**src/rtl/restoring_divider_module_pkg.sv**
```systemverilog
// Shared constants and state encoding for the 8-bit signed restoring divider.
package restoring_divider_module_pkg;

  localparam int DATA_W = 8;
  localparam int ITER_N = 8;

  typedef enum logic [2:0] {
    ST_IDLE = 3'd0,
    ST_PRE  = 3'd1,
    ST_ITER = 3'd2,
    ST_POST = 3'd3,
    ST_DONE = 3'd4
  } state_t;

endpackage

```
**src/rtl/restoring_divider_module_step.sv**
```systemverilog
// One combinational restoring-division step: shift in the next dividend bit, trial-subtract.
module divide_step_module (
  input  logic [8:0] rem,
  input  logic [7:0] quo,
  input  logic [7:0] dvs_mag,
  output logic [8:0] rem_next,
  output logic [7:0] quo_next
);

  logic [9:0] shifted;
  logic       ge;

  // The quotient register still holds unconsumed dividend bits in its upper end.
  assign shifted  = {rem, quo[7]};
  assign ge       = (shifted >= {2'b00, dvs_mag});
  assign rem_next = ge ? 9'(shifted - {2'b00, dvs_mag}) : shifted[8:0];
  assign quo_next = {quo[6:0], ge};

endmodule

```
**src/rtl/restoring_divider_module.sv**
```systemverilog
// 8-bit signed restoring divider: sign strip, eight shift/subtract steps, sign fix-up.
module restoring_divider_module
  import restoring_divider_module_pkg::*;
(
  input  logic       CLK,
  input  logic       RST,
  input  logic       Start_Sig,
  input  logic [7:0] Dividend,
  input  logic [7:0] Divisor,
  output logic       Done_Sig,
  output logic       Busy,
  output logic [7:0] Quotient,
  output logic [7:0] Remainder,
  output logic       Div_Zero,
  output logic       Overflow
);

  function automatic logic [DATA_W-1:0] neg_val(input logic [DATA_W-1:0] x);
    return ~x + 8'd1;
  endfunction

  // |-128| maps to 8'h80, which is exactly the unsigned magnitude we need.
  function automatic logic [DATA_W-1:0] mag_val(input logic signed [DATA_W-1:0] x);
    return x[DATA_W-1] ? neg_val(x) : x;
  endfunction

  state_t state_q, state_d;

  logic [2:0]              cnt_q;
  logic signed [DATA_W-1:0] dividend_q, divisor_q;
  logic                    sign_n_q, sign_d_q;
  logic [DATA_W-1:0]       dvs_mag_q;
  logic [DATA_W:0]         rem_q, rem_nx;
  logic [DATA_W-1:0]       quo_q, quo_nx;
  logic [DATA_W-1:0]       quotient_q, remainder_q;
  logic                    div_zero_q, overflow_q;

  divide_step_module u_step (
    .rem      (rem_q),
    .quo      (quo_q),
    .dvs_mag  (dvs_mag_q),
    .rem_next (rem_nx),
    .quo_next (quo_nx)
  );

  always_ff @(posedge CLK or posedge RST) begin
    if (RST) state_q <= ST_IDLE;
    else     state_q <= state_d;
  end

  always_comb begin
    state_d = state_q;
    case (state_q)
      ST_IDLE: if (Start_Sig) state_d = ST_PRE;
      ST_PRE:  state_d = ST_ITER;
      ST_ITER: if (cnt_q == 3'(ITER_N - 1)) state_d = ST_POST;
      ST_POST: state_d = ST_DONE;
      ST_DONE: state_d = ST_IDLE;
      default: state_d = ST_IDLE;
    endcase
  end

  always_ff @(posedge CLK or posedge RST) begin
    if (RST) begin
      cnt_q       <= '0;
      dividend_q  <= '0;
      divisor_q   <= '0;
      sign_n_q    <= 1'b0;
      sign_d_q    <= 1'b0;
      dvs_mag_q   <= '0;
      rem_q       <= '0;
      quo_q       <= '0;
      quotient_q  <= '0;
      remainder_q <= '0;
      div_zero_q  <= 1'b0;
      overflow_q  <= 1'b0;
    end else begin
      case (state_q)
        ST_IDLE: begin
          if (Start_Sig) begin
            dividend_q <= Dividend;
            divisor_q  <= Divisor;
          end
        end
        ST_PRE: begin
          sign_n_q  <= dividend_q[DATA_W-1];
          sign_d_q  <= divisor_q[DATA_W-1];
          quo_q     <= mag_val(dividend_q);
          dvs_mag_q <= mag_val(divisor_q);
          rem_q     <= '0;
          cnt_q     <= '0;
        end
        ST_ITER: begin
          rem_q <= rem_nx;
          quo_q <= quo_nx;
          if (cnt_q != 3'(ITER_N - 1)) cnt_q <= cnt_q + 3'd1;
        end
        ST_POST: begin
          // Divide-by-zero bypasses the sign fix-up so Remainder echoes the raw dividend.
          if (divisor_q == '0) begin
            quotient_q  <= 8'hFF;
            remainder_q <= dividend_q;
            div_zero_q  <= 1'b1;
            overflow_q  <= 1'b0;
          end else begin
            quotient_q  <= (sign_n_q ^ sign_d_q) ? neg_val(quo_q) : quo_q;
            remainder_q <= sign_n_q ? neg_val(rem_q[DATA_W-1:0]) : rem_q[DATA_W-1:0];
            div_zero_q  <= 1'b0;
            overflow_q  <= (dividend_q == 8'sh80) && (divisor_q == 8'shFF);
          end
        end
        default: ;
      endcase
    end
  end

  assign Busy      = (state_q != ST_IDLE);
  assign Done_Sig  = (state_q == ST_DONE);
  assign Quotient  = quotient_q;
  assign Remainder = remainder_q;
  assign Div_Zero  = div_zero_q;
  assign Overflow  = overflow_q;

endmodule

```
**config.mk**
```make
export PLATFORM = sky130hd
export DESIGN_NAME = restoring_divider_module
export DESIGN_NICKNAME = d
export VERILOG_FILES = /design/src/rtl/restoring_divider_module_pkg.sv /design/src/rtl/restoring_divider_module_step.sv /design/src/rtl/restoring_divider_module.sv
export SDC_FILE = /design/constraint.sdc
export NUM_CORES = 1
export LEC_CHECK = 0
export CORE_MARGIN = 4
export CORE_UTILIZATION = 52
export CTS_CLUSTER_SIZE = 28
export DETAILED_ROUTE_END_ITERATION = 6
export GPL_TIMING_DRIVEN = 0
export PLACE_DENSITY = 0.82
export SYNTH_ARGS = -nofsm -noshare
export SYNTH_HDL_FRONTEND = slang
export SYNTH_SLANG_ARGS = --single-unit
```
**constraint.sdc**
```tcl
create_clock -name CLK -period 7.2 [get_ports CLK]
set_clock_uncertainty 0.1 [all_clocks]
set_input_delay 1.08 -clock CLK [delete_from_list [all_inputs] [get_ports CLK]]
set_output_delay 1.08 -clock CLK [all_outputs]
set_load 0.02 [all_outputs]
```
# ---- Word-level counts from Yosys, hierarchy flattened
# Index checks and enable logic that the tools add are counted.
dict set report totals {
  ff_bits 67
  output_inout_bits 20
  elab_cells 60
}
dict set report op_classes {
  n_addsub 6
  n_lt_le_gt_ge 1
  eq_ne 11
  mux 16
  n_bitwise 5
  n_reduce_logical 8
}
# operator count
set op_table {}
lappend op_table {{$mux W8} 6}
lappend op_table {{$add A8 B1 Y8 const B} 4}
lappend op_table {{$not A8 Y8} 4}
lappend op_table {{$pmux W9 S2} 1}
lappend op_table {{$pmux W8 S2} 1}
lappend op_table {{$pmux W3 S4} 1}
lappend op_table {{$ge A10 B8 Y1} 1}
lappend op_table {{$mux W3} 3}
lappend op_table {{$mux W9} 1}
lappend op_table {{$sub A9 B8 Y9} 1}
lappend op_table {{$eq A8 B1 Y1 const B} 1}
lappend op_table {{$eq A8 B8 Y1 const B} 1}
lappend op_table {{$logic_not A8 Y1} 1}
lappend op_table {{$eq A3 B2 Y1 const B} 2}
lappend op_table {{$eq A3 B3 Y1 const B} 2}
lappend op_table {{$ne A2 B2 Y1 const B} 3}
lappend op_table {{$pmux W3 S2} 1}
lappend op_table {{$reduce_and A2 Y1} 3}
lappend op_table {{$add A3 B1 Y3 const B} 1}
lappend op_table {{$eq A3 B1 Y1 const B} 1}
lappend op_table {{$logic_not A3 Y1} 1}
lappend op_table {{$ne A3 B3 Y1 const B} 1}
lappend op_table {{$reduce_bool A3 Y1} 1}
lappend op_table {{$mux W1} 2}
lappend op_table {{3 further kinds} 3}

# ---- Longest topological paths before layout
# Gate-level depths: netlist (run 1).
dict set report depth {
  depth_word 4
  depth_mapped 10
  depth_no_buf 9
}

# ---- By module
# From an unflattened synthesis (run 1), not the netlist that was laid out.
dict set report unflattened {
  hier_cells 399
  area_unflattened_um2 3829.9
}
# mod instances cells_per_inst area_per_inst_um2 seq_area_each_um2
set modules_own_cells {}
lappend modules_own_cells {restoring_divider_module 1 316 3246.9 1676.6}
lappend modules_own_cells {divide_step_module 1 83 583.1 0.0}

# ---- Least setup slack after synthesis (run 1)
# No wires, ideal clock.
dict set report synth_path {
  kind {register to register}
  start {register quo_q[7]}
  end {register rem_q[1]}
  setup_time_ns 0.133
  arrival_ns 2.308
  path_slack_ns 4.659
  path_stages_with_launch 11
  path_buffers 1
  period_less_slack_ns 2.541
  path_cell_list {dfrtp_1 > inv_1 > ha_1 > inv_1 > fa_1 > a211oi_2 > nor3b_1 > or4_4 > buf_6 > mux2i_1 > o22ai_1}
}
dict set report synth_via {
  elab_chain_len 3
  word_cells_on_any_way 4
  classes_between {1 x add/sub; 1 x order compare; 2 x mux}
}
# item line_no
set synth_rtl {}
lappend synth_rtl {{start: declaration} restoring_divider_module.sv:34} ;# logic [DATA_W-1:0] quo_q, quo_nx;
lappend synth_rtl {{start signal: assignment} restoring_divider_module.sv:88} ;# quo_q <= mag_val(dividend_q);
lappend synth_rtl {{start signal: assignment} restoring_divider_module.sv:95} ;# quo_q <= quo_nx;
lappend synth_rtl {{$sub A9 B8 Y9 / $ge A10 B8 Y1 (equally long branches)} {restoring_divider_module_step.sv:16, restoring_divider_module_step.sv:15}}
lappend synth_rtl {{$mux W9 *} restoring_divider_module_step.sv:16} ;# assign rem_next = ge ? 9'(shifted - {2'b00, dvs_mag}) : shifted[8:0];
lappend synth_rtl {{$pmux W9 S2 *} restoring_divider_module.sv:78} ;# case (state_q)
lappend synth_rtl {{end signal: assignment} restoring_divider_module.sv:94} ;# rem_q <= rem_nx;
lappend synth_rtl {{end: declaration} restoring_divider_module.sv:33} ;# logic [DATA_W:0] rem_q, rem_nx;
# Every way passes the cells marked *; elsewhere a longest branch is shown, timed or not.
# A chain may end at the register's enable or synchronous reset.

# ---- Worst setup path in the final report (run 1)
dict set report layout_path {
  start {register state_q[2]}
  end {output Busy}
}
dict set report layout_via {
  elab_chain_len 1
}
# item line_no
set layout_rtl {}
lappend layout_rtl {{start: declaration} restoring_divider_module.sv:27} ;# state_t state_q, state_d;
lappend layout_rtl {{start signal: assignment} restoring_divider_module.sv:48} ;# else state_q <= state_d;
lappend layout_rtl {{$reduce_bool A3 Y1} restoring_divider_module.sv:117} ;# assign Busy = (state_q != ST_IDLE);
lappend layout_rtl {{end: declaration} restoring_divider_module.sv:11} ;# output logic Busy,
# Every way passes these cells.

==> results of run 1 <==
[sequential cells by signal, summed over array words and instances (netlist names)]
register    count
sign_d_q        1
rem_q           9
Div_Zero        1
Overflow        1
Quotient        8
dvs_mag_q       8
cnt_q           3
state_q         3
divisor_q       8
dividend_q      8
Remainder       8
sign_n_q        1
quo_q           8
[worst max-delay path, delay by kind of cell (launching register included)]
family | cells | cell delay, ns
buffers and inverters | 2 | 0.75
flip-flops | 1 | 0.37
AND/OR/NAND/NOR | 1 | 0.42
[synthesized netlist by cell type (all sizes together), types with 6 or more instances]
master / count
mux2i: 12
clkbuf: 13
a22oi: 6
xnor2: 14
mux2: 12
nor2: 25
nand2: 58
o21ai: 44
a31oi: 11
inv: 21
xor2: 14
dfrtp: 67
a21oi: 8
ha: 15
[logic make-up (layout without fill, tap and decap cells)]
group                    after synthesis  in the layout  synth area share (%)
buffers and inverters                 40             93                  4.52
AND/OR/NAND/NOR                      122            122                  15.4
AO/OA/AOI/OAI                         96             96                  16.3
XOR/XNOR                              28             28                  6.56
multiplexers                          24             24                  6.83
flip-flops                            67             67                  44.8
adder cells (fa/ha/maj)               16             16                  5.55
[power by group]
part / switching [mW] / internal, mW
Sequential: 0.175 / 0.547
Clock: 0.136 / 0.139
Combinational: 0.678 / 0.569
Total: 0.988 / 1.26
[area by class of cell]
cell class	instances	share of cell area, %
plain buffers	18	1.95
clock inverters	2	0.283
inverters	22	1.86
flip-flops and latches	67	37.9
clock buffers	12	3.50
repair buffers	39	9.04
multi-input cells	286	42.8
well taps	96	2.71
[stage by stage]
step	hold WS (ns)	total power [mW]	setup WS (ns)	instance area, um2
after floorplan	0.350	1.62	4.34	3740
after global placement	0.362	1.92	3.29	4240
after detailed placement	0.368	1.97	4.42	4260
after CTS	0.381	2.25	4.12	4430
after global routing	0.396	2.44	4.02	4430
final	0.376	2.24	4.15	4430
[how the worst min path moves through the flow]
stage                  from  slack (ns)  cells after the start            to
3_3_place_gp   Remainder[5]        0.36                      1  Remainder[5]
6_report       Remainder[5]        0.38                      1  Remainder[5]
4_1_cts        Remainder[5]        0.38                      1  Remainder[5]
2_1_floorplan  dvs_mag_q[1]        0.35                      2  dvs_mag_q[1]
5_1_grt        dvs_mag_q[2]        0.40                      2  dvs_mag_q[2]
3_5_place_dp   Remainder[1]        0.37                      2  Remainder[1]
[metal layers]
metal	vias up	track usage (%)	wire length, um
met1	1466	25.6	3420
met2	84	34.9	4090
met4	0	9.28	110
met5	-	0	0
met3	13	4.31	504
li1	1475	-	-
[placed cells by master, fill, tap and decap left out, types with 6 or more instances in the layout]
cell             Yosys  routed
dfrtp_1             67      67
o21ai_0             32      32
nand2_1             58      58
clkbuf_8             0      11
clkdlybuf4s50_1      0      38
clkbuf_1            13      14
xnor2_1             14      14
mux2_2              12      12
mux2i_1             12      12
a31oi_1             11      11
o21ai_1             11      11
nor2_1              25      25
xor2_1              14      14
ha_1                15      15
a22oi_1              6       6
a21oi_1              8       8
inv_1               21      20
==> flow_metrics.py, run 1 <==
metrics = {
    "global_route": {
        "antenna_found_initial": 0,
        "grt_pass1_vias": 3131,
        "grt_remaining_overflow": 0,
        "grt_max_degree": 35,
        "grt_pass1_wl_um": 14200,
        "grt_use_total_pct": 20.7,
    },
    "final_layout": {
        "nNetsFinal": 478,
        "n_antenna_cell": 0,
        "stdcell_count": 542,
        "fillers": 592,
        "regArea_mm2": 0.00168,
        "final_layout_size_suffix_gt1_share_pct": 9.64,
        "multi_input_area_mm2": 0.00189,
        "final_util_pct": 64.1,
        "syn_to_final_growth_pct": 18.4,
    },
    "drt": {
        "viasPerCell": 5.61,
        "num_vias": 3038,
        "wl_um": 8130,
        "firstDrtPassIters": 4,
        "detail-route-antenna-nets": 0,
        "drc": 0,
        "wl_per_cell_um": 15.0,
        "first_iter_violations": 213,
    },
    "setup_path": {
        "ff2ff_path_depth": 10,
        "crit_end": "Busy",
        "cp_cell_sequence": "clkbuf_1, or3_1, clkdlybuf4s50_1",
        "endpoint_kind": "output pin",
        "critPathSlowestCell": "clkdlybuf4s50_1",
        "startpoint": "state_q[2]",
        "worst_setup_path_start_kind": "flip-flop",
        "cpPeakStageDelay_ns": 0.55,
        "timing.rr.end": "rem_q[1]",
        "worstSetupPathType": "reg2out",
        "r2r-start": "quo_q[7]",
        "critPathRequiredTime_ns": 6.02,
        "rrSetupSlack_ns": 4.39,
        "arrival_ns": 1.87,
        "crit_fanout": 10,
    },
    "clock_network": {
        "ctsHoldBuffers": 0,
        "cts_setup_buffers": 0,
        "ctsRootBufferMaster": "clkbuf_8",
        "insertion_delay_ns": 0.34,
        "numCtsBuffers": 9,
        "ctsResizeCount": 0,
        "cts.clk_slew.worst_paths_ns": 0.07,
        "clock_path_buffers": 2,
        "clock_sinks": 67,
        "htreeDepth": 3,
        "cts_tree": "yes",
    },
    "synthesis": {
        "synth-main-ff-cell": "dfrtp_1",
        "synth_nets": 428,
        "synth_seq_area_share_pct": 44.8,
        "syn_inst": 393,
        "synth_edf_count": 0,
        "async_flop_share_pct": 100,
        "synth_top_area_share_pct": 44.8,
        "synth_warnings": 0,
        "synth_area_mm2": 0.00374,
        "ys_types": 52,
        "yosysTopAreaCell": "dfrtp_1",
        "avgSynthCellArea_um2": 9.52,
        "yosys-top-cells-area": "dfrtp_1, nand2_1, ha_1",
        "synth-seq-cells": 67,
    },
    "sta": {
        "fin_crit_ns": 3.05,
        "rsz0062_at_grt": "false",
        "worstMarginPinSlew_ns": 0.728,
        "setup_tns_ns": 0,
        "finalHoldViolCount": 0,
        "relSlewSlack_pct": 51.4,
        "period_share_pct": 42.3,
        "setup_violations": 0,
        "fmax_ghz": 0.328,
        "final-max-slew-violation-count": 0,
    },
    "hold_path": {
        "hp-class": "reg2reg",
    },
    "die": {
        "floorplan.initialDensity_pct": 54.1,
        "fp-row-count": 30,
        "die_x_um": 92.8,
        "die_area_mm2": 0.00861,
        "core_mm2": 0.00691,
        "die_y_um": 92.8,
        "ios": 39,
    },
    "placement": {
        "dp_hpwl_um": 6270,
        "gp_congestion": 0.934,
        "dp.cells": 528,
        "place.port_buffers": 38,
    },
    "outcome": {
        "status": "completed",
    },
    "pwr": {
        "vdd_ir_drop_max_mv": 0.247,
        "leakage_nw": 1.95,
        "power.density_mw_per_mm2": 507,
    },
    "flow_run": {
        "drv_cap": 0,
    },
}
Note: power is estimated with default switching activity, not from simulation.
==> inputs of run 2 (changes only) <==
==> constraint.sdc (replaced) <==
create_clock -name CLK -period 2.9 [get_ports CLK]
set_clock_uncertainty 0.1 [all_clocks]
set_input_delay 0.435 -clock CLK [delete_from_list [all_inputs] [get_ports CLK]]
set_output_delay 0.435 -clock CLK [all_outputs]
set_load 0.02 [all_outputs]
==> run 2 against run 1 <==
Effect of this change: die area is the same; clock-buffer cell count is the same; non-clock buffer count grew 1; critical path type is now reg2reg; largest cell class unchanged; largest power group unchanged.
==> flow_metrics.py, run 2 (synthesized netlist as in run 1, its figures left out) <==
metrics = {
    "outcome": {
        "status": "completed",
    },
    "global_route": {
        "grt_pass1_vias": 3131,
        "grt_pass1_wl_um": 14200,
        "grt_remaining_overflow": 0,
        "grt_use_total_pct": 20.7,
        "grt_max_degree": 35,
        "antenna_found_initial": 0,
    },
    "final_layout": {
        "n_antenna_cell": 0,
        "largest_reg_flops": 9,
        "regMostFlops": "rem_q",
        "nNetsFinal": 479,
        "stdcell_count": 543,
        "final_util_pct": 64.2,
        "syn_to_final_growth_pct": 18.6,
        "final_layout_size_suffix_gt1_share_pct": 9.84,
        "layout_common_cells": "dfrtp_1, nand2_1, clkdlybuf4s50_1",
        "layout_commonest_cell": "dfrtp_1",
        "fillers": 591,
    },
    "clock_network": {
        "cts_tree": "yes",
        "clock_path_buffers": 2,
        "insertion_delay_ns": 0.34,
        "ctsRootBufferMaster": "clkbuf_8",
        "ctsResizeCount": 0,
        "numCtsBuffers": 9,
        "htreeDepth": 3,
        "clock_sinks": 67,
        "cts.clk_slew.worst_paths_ns": 0.07,
    },
    "die": {
        "die_y_um": 92.8,
        "floorplan.initialDensity_pct": 54.1,
        "ios": 39,
        "fp-row-count": 30,
        "die_area_mm2": 0.00861,
        "core_mm2": 0.00691,
        "die_x_um": 92.8,
    },
    "setup_path": {
        "crit_end": "rem_q[1]",
        "cp_common_cell": "inv_1",
        "critPathSlowestCell": "or4_4",
        "critPathRequiredTime_ns": 3.02,
        "timing.rr.end": "rem_q[1]",
        "cp_cell_sequence": "inv_1, ha_1, inv_1, fa_1, a211oi_2, nor3b_1, or4_4, buf_6, mux2i_1, o22ai_1",
        "crit_fanout": 10,
        "endpoint_kind": "flip-flop",
        "startpoint": "quo_q[7]",
        "arrival_ns": 2.87,
        "r2r-start": "quo_q[7]",
        "cpPeakStageDelay_ns": 0.56,
        "worst_setup_path_start_kind": "flip-flop",
        "worstSetupPathType": "reg2reg",
        "rrSetupSlack_ns": 0.15,
        "ff2ff_path_depth": 10,
    },
    "drt": {
        "wl_met3_um": 389,
        "highest_layer": "met4",
        "wl_met1_um": 3580,
        "firstDrtPassIters": 4,
        "viasPerCell": 5.60,
        "wl_per_cell_um": 15.1,
        "first_iter_violations": 183,
        "detail-route-antenna-nets": 0,
        "wl_um": 8190,
        "drc": 0,
        "wl_met2_um": 4080,
        "num_vias": 3040,
    },
    "sta": {
        "rsz0062_at_grt": "false",
        "finalHoldViolCount": 0,
        "setup_tns_ns": 0,
        "fmax_ghz": 0.363,
        "relSlewSlack_pct": 51.6,
        "period_share_pct": 94.9,
        "fin_crit_ns": 2.75,
        "setup_ws_ns": 0.148,
        "final-max-slew-violation-count": 0,
        "setup_violations": 0,
        "worstMarginPinSlew_ns": 0.726,
    },
    "hold_path": {
        "hp-class": "reg2reg",
    },
    "pwr": {
        "leakage_nw": 1.96,
        "power.density_mw_per_mm2": 1260,
        "vdd_ir_drop_max_mv": 0.614,
        "p_total_mw": 5.59,
    },
    "flow_run": {
        "drv_cap": 0,
    },
    "placement": {
        "place_ws_ns": 0.119,
        "gp_congestion": 0.934,
        "place.port_buffers": 38,
        "dp_hpwl_um": 6270,
        "dp.cells": 528,
    },
}
-- run 2: final cells by class --
| cell class | count | area (um2) | area share [%] |
|---|---|---|---|
| multi-input cells | 286 | 1890 | 42.7 |
| flip-flops and latches | 67 | 1680 | 37.8 |
| well taps | 96 | 120 | 2.71 |
| inverters | 22 | 82.6 | 1.86 |
| clock inverters | 2 | 12.5 | 0.282 |
| repair buffers | 40 | 408 | 9.20 |
| plain buffers | 18 | 86.3 | 1.95 |
| clock buffers | 12 | 155 | 3.50 |
-- run 2: repair_timing --
item,CTS,global route
endpoints found under the hold margin,0,0
setup endpoints to repair,0,3
setup buffers,0,1
hold buffers,0,0
-- run 2: worst max-delay path, delay by kind of cell, from the launching register on --
family / cells / cell delay, ns
AND/OR/NAND/NOR: 2 / 0.67
adder cells (fa/ha/maj): 2 / 0.59
flip-flops: 1 / 0.41
AO/OA/AOI/OAI: 2 / 0.38
buffers and inverters: 3 / 0.33
multiplexers: 1 / 0.14
-- run 2: how the worst min path moves through the flow --
stage	cells after the start	end	slack, ns	start
after floorplan	2	dvs_mag_q[1]	0.35	dvs_mag_q[1]
after global placement	1	Remainder[5]	0.36	Remainder[5]
after detailed placement	2	Remainder[1]	0.37	Remainder[1]
after CTS	1	Remainder[5]	0.38	Remainder[5]
after global routing	2	dvs_mag_q[2]	0.40	dvs_mag_q[2]
final	1	Remainder[5]	0.38	Remainder[5]
-- run 2: per-layer routing --
metal  vias to the layer above  track usage, %
met4                         0            9.28
met1                      1455            25.6
li1                       1479               -
met3                        18            4.31
met2                        88            34.9
met5                         -               0
-- run 2: power breakdown --
group / total [mW] / leakage (nW) / switching (mW) / internal [mW]
combinational: 3.11 / 1.04 / 1.70 / 1.42
sequential: 1.79 / 0.831 / 0.435 / 1.36
clock: 0.685 / 0.0843 / 0.339 / 0.346
total: 5.59 / 1.96 / 2.47 / 3.12
-- run 2: through the flow --
stage	cell area [um2]	hold slack [ns]
floorplan	3740	0.350
global placement	4240	0.362
detailed placement	4260	0.368
CTS	4430	0.381
global route	4440	0.396
finish	4440	0.377
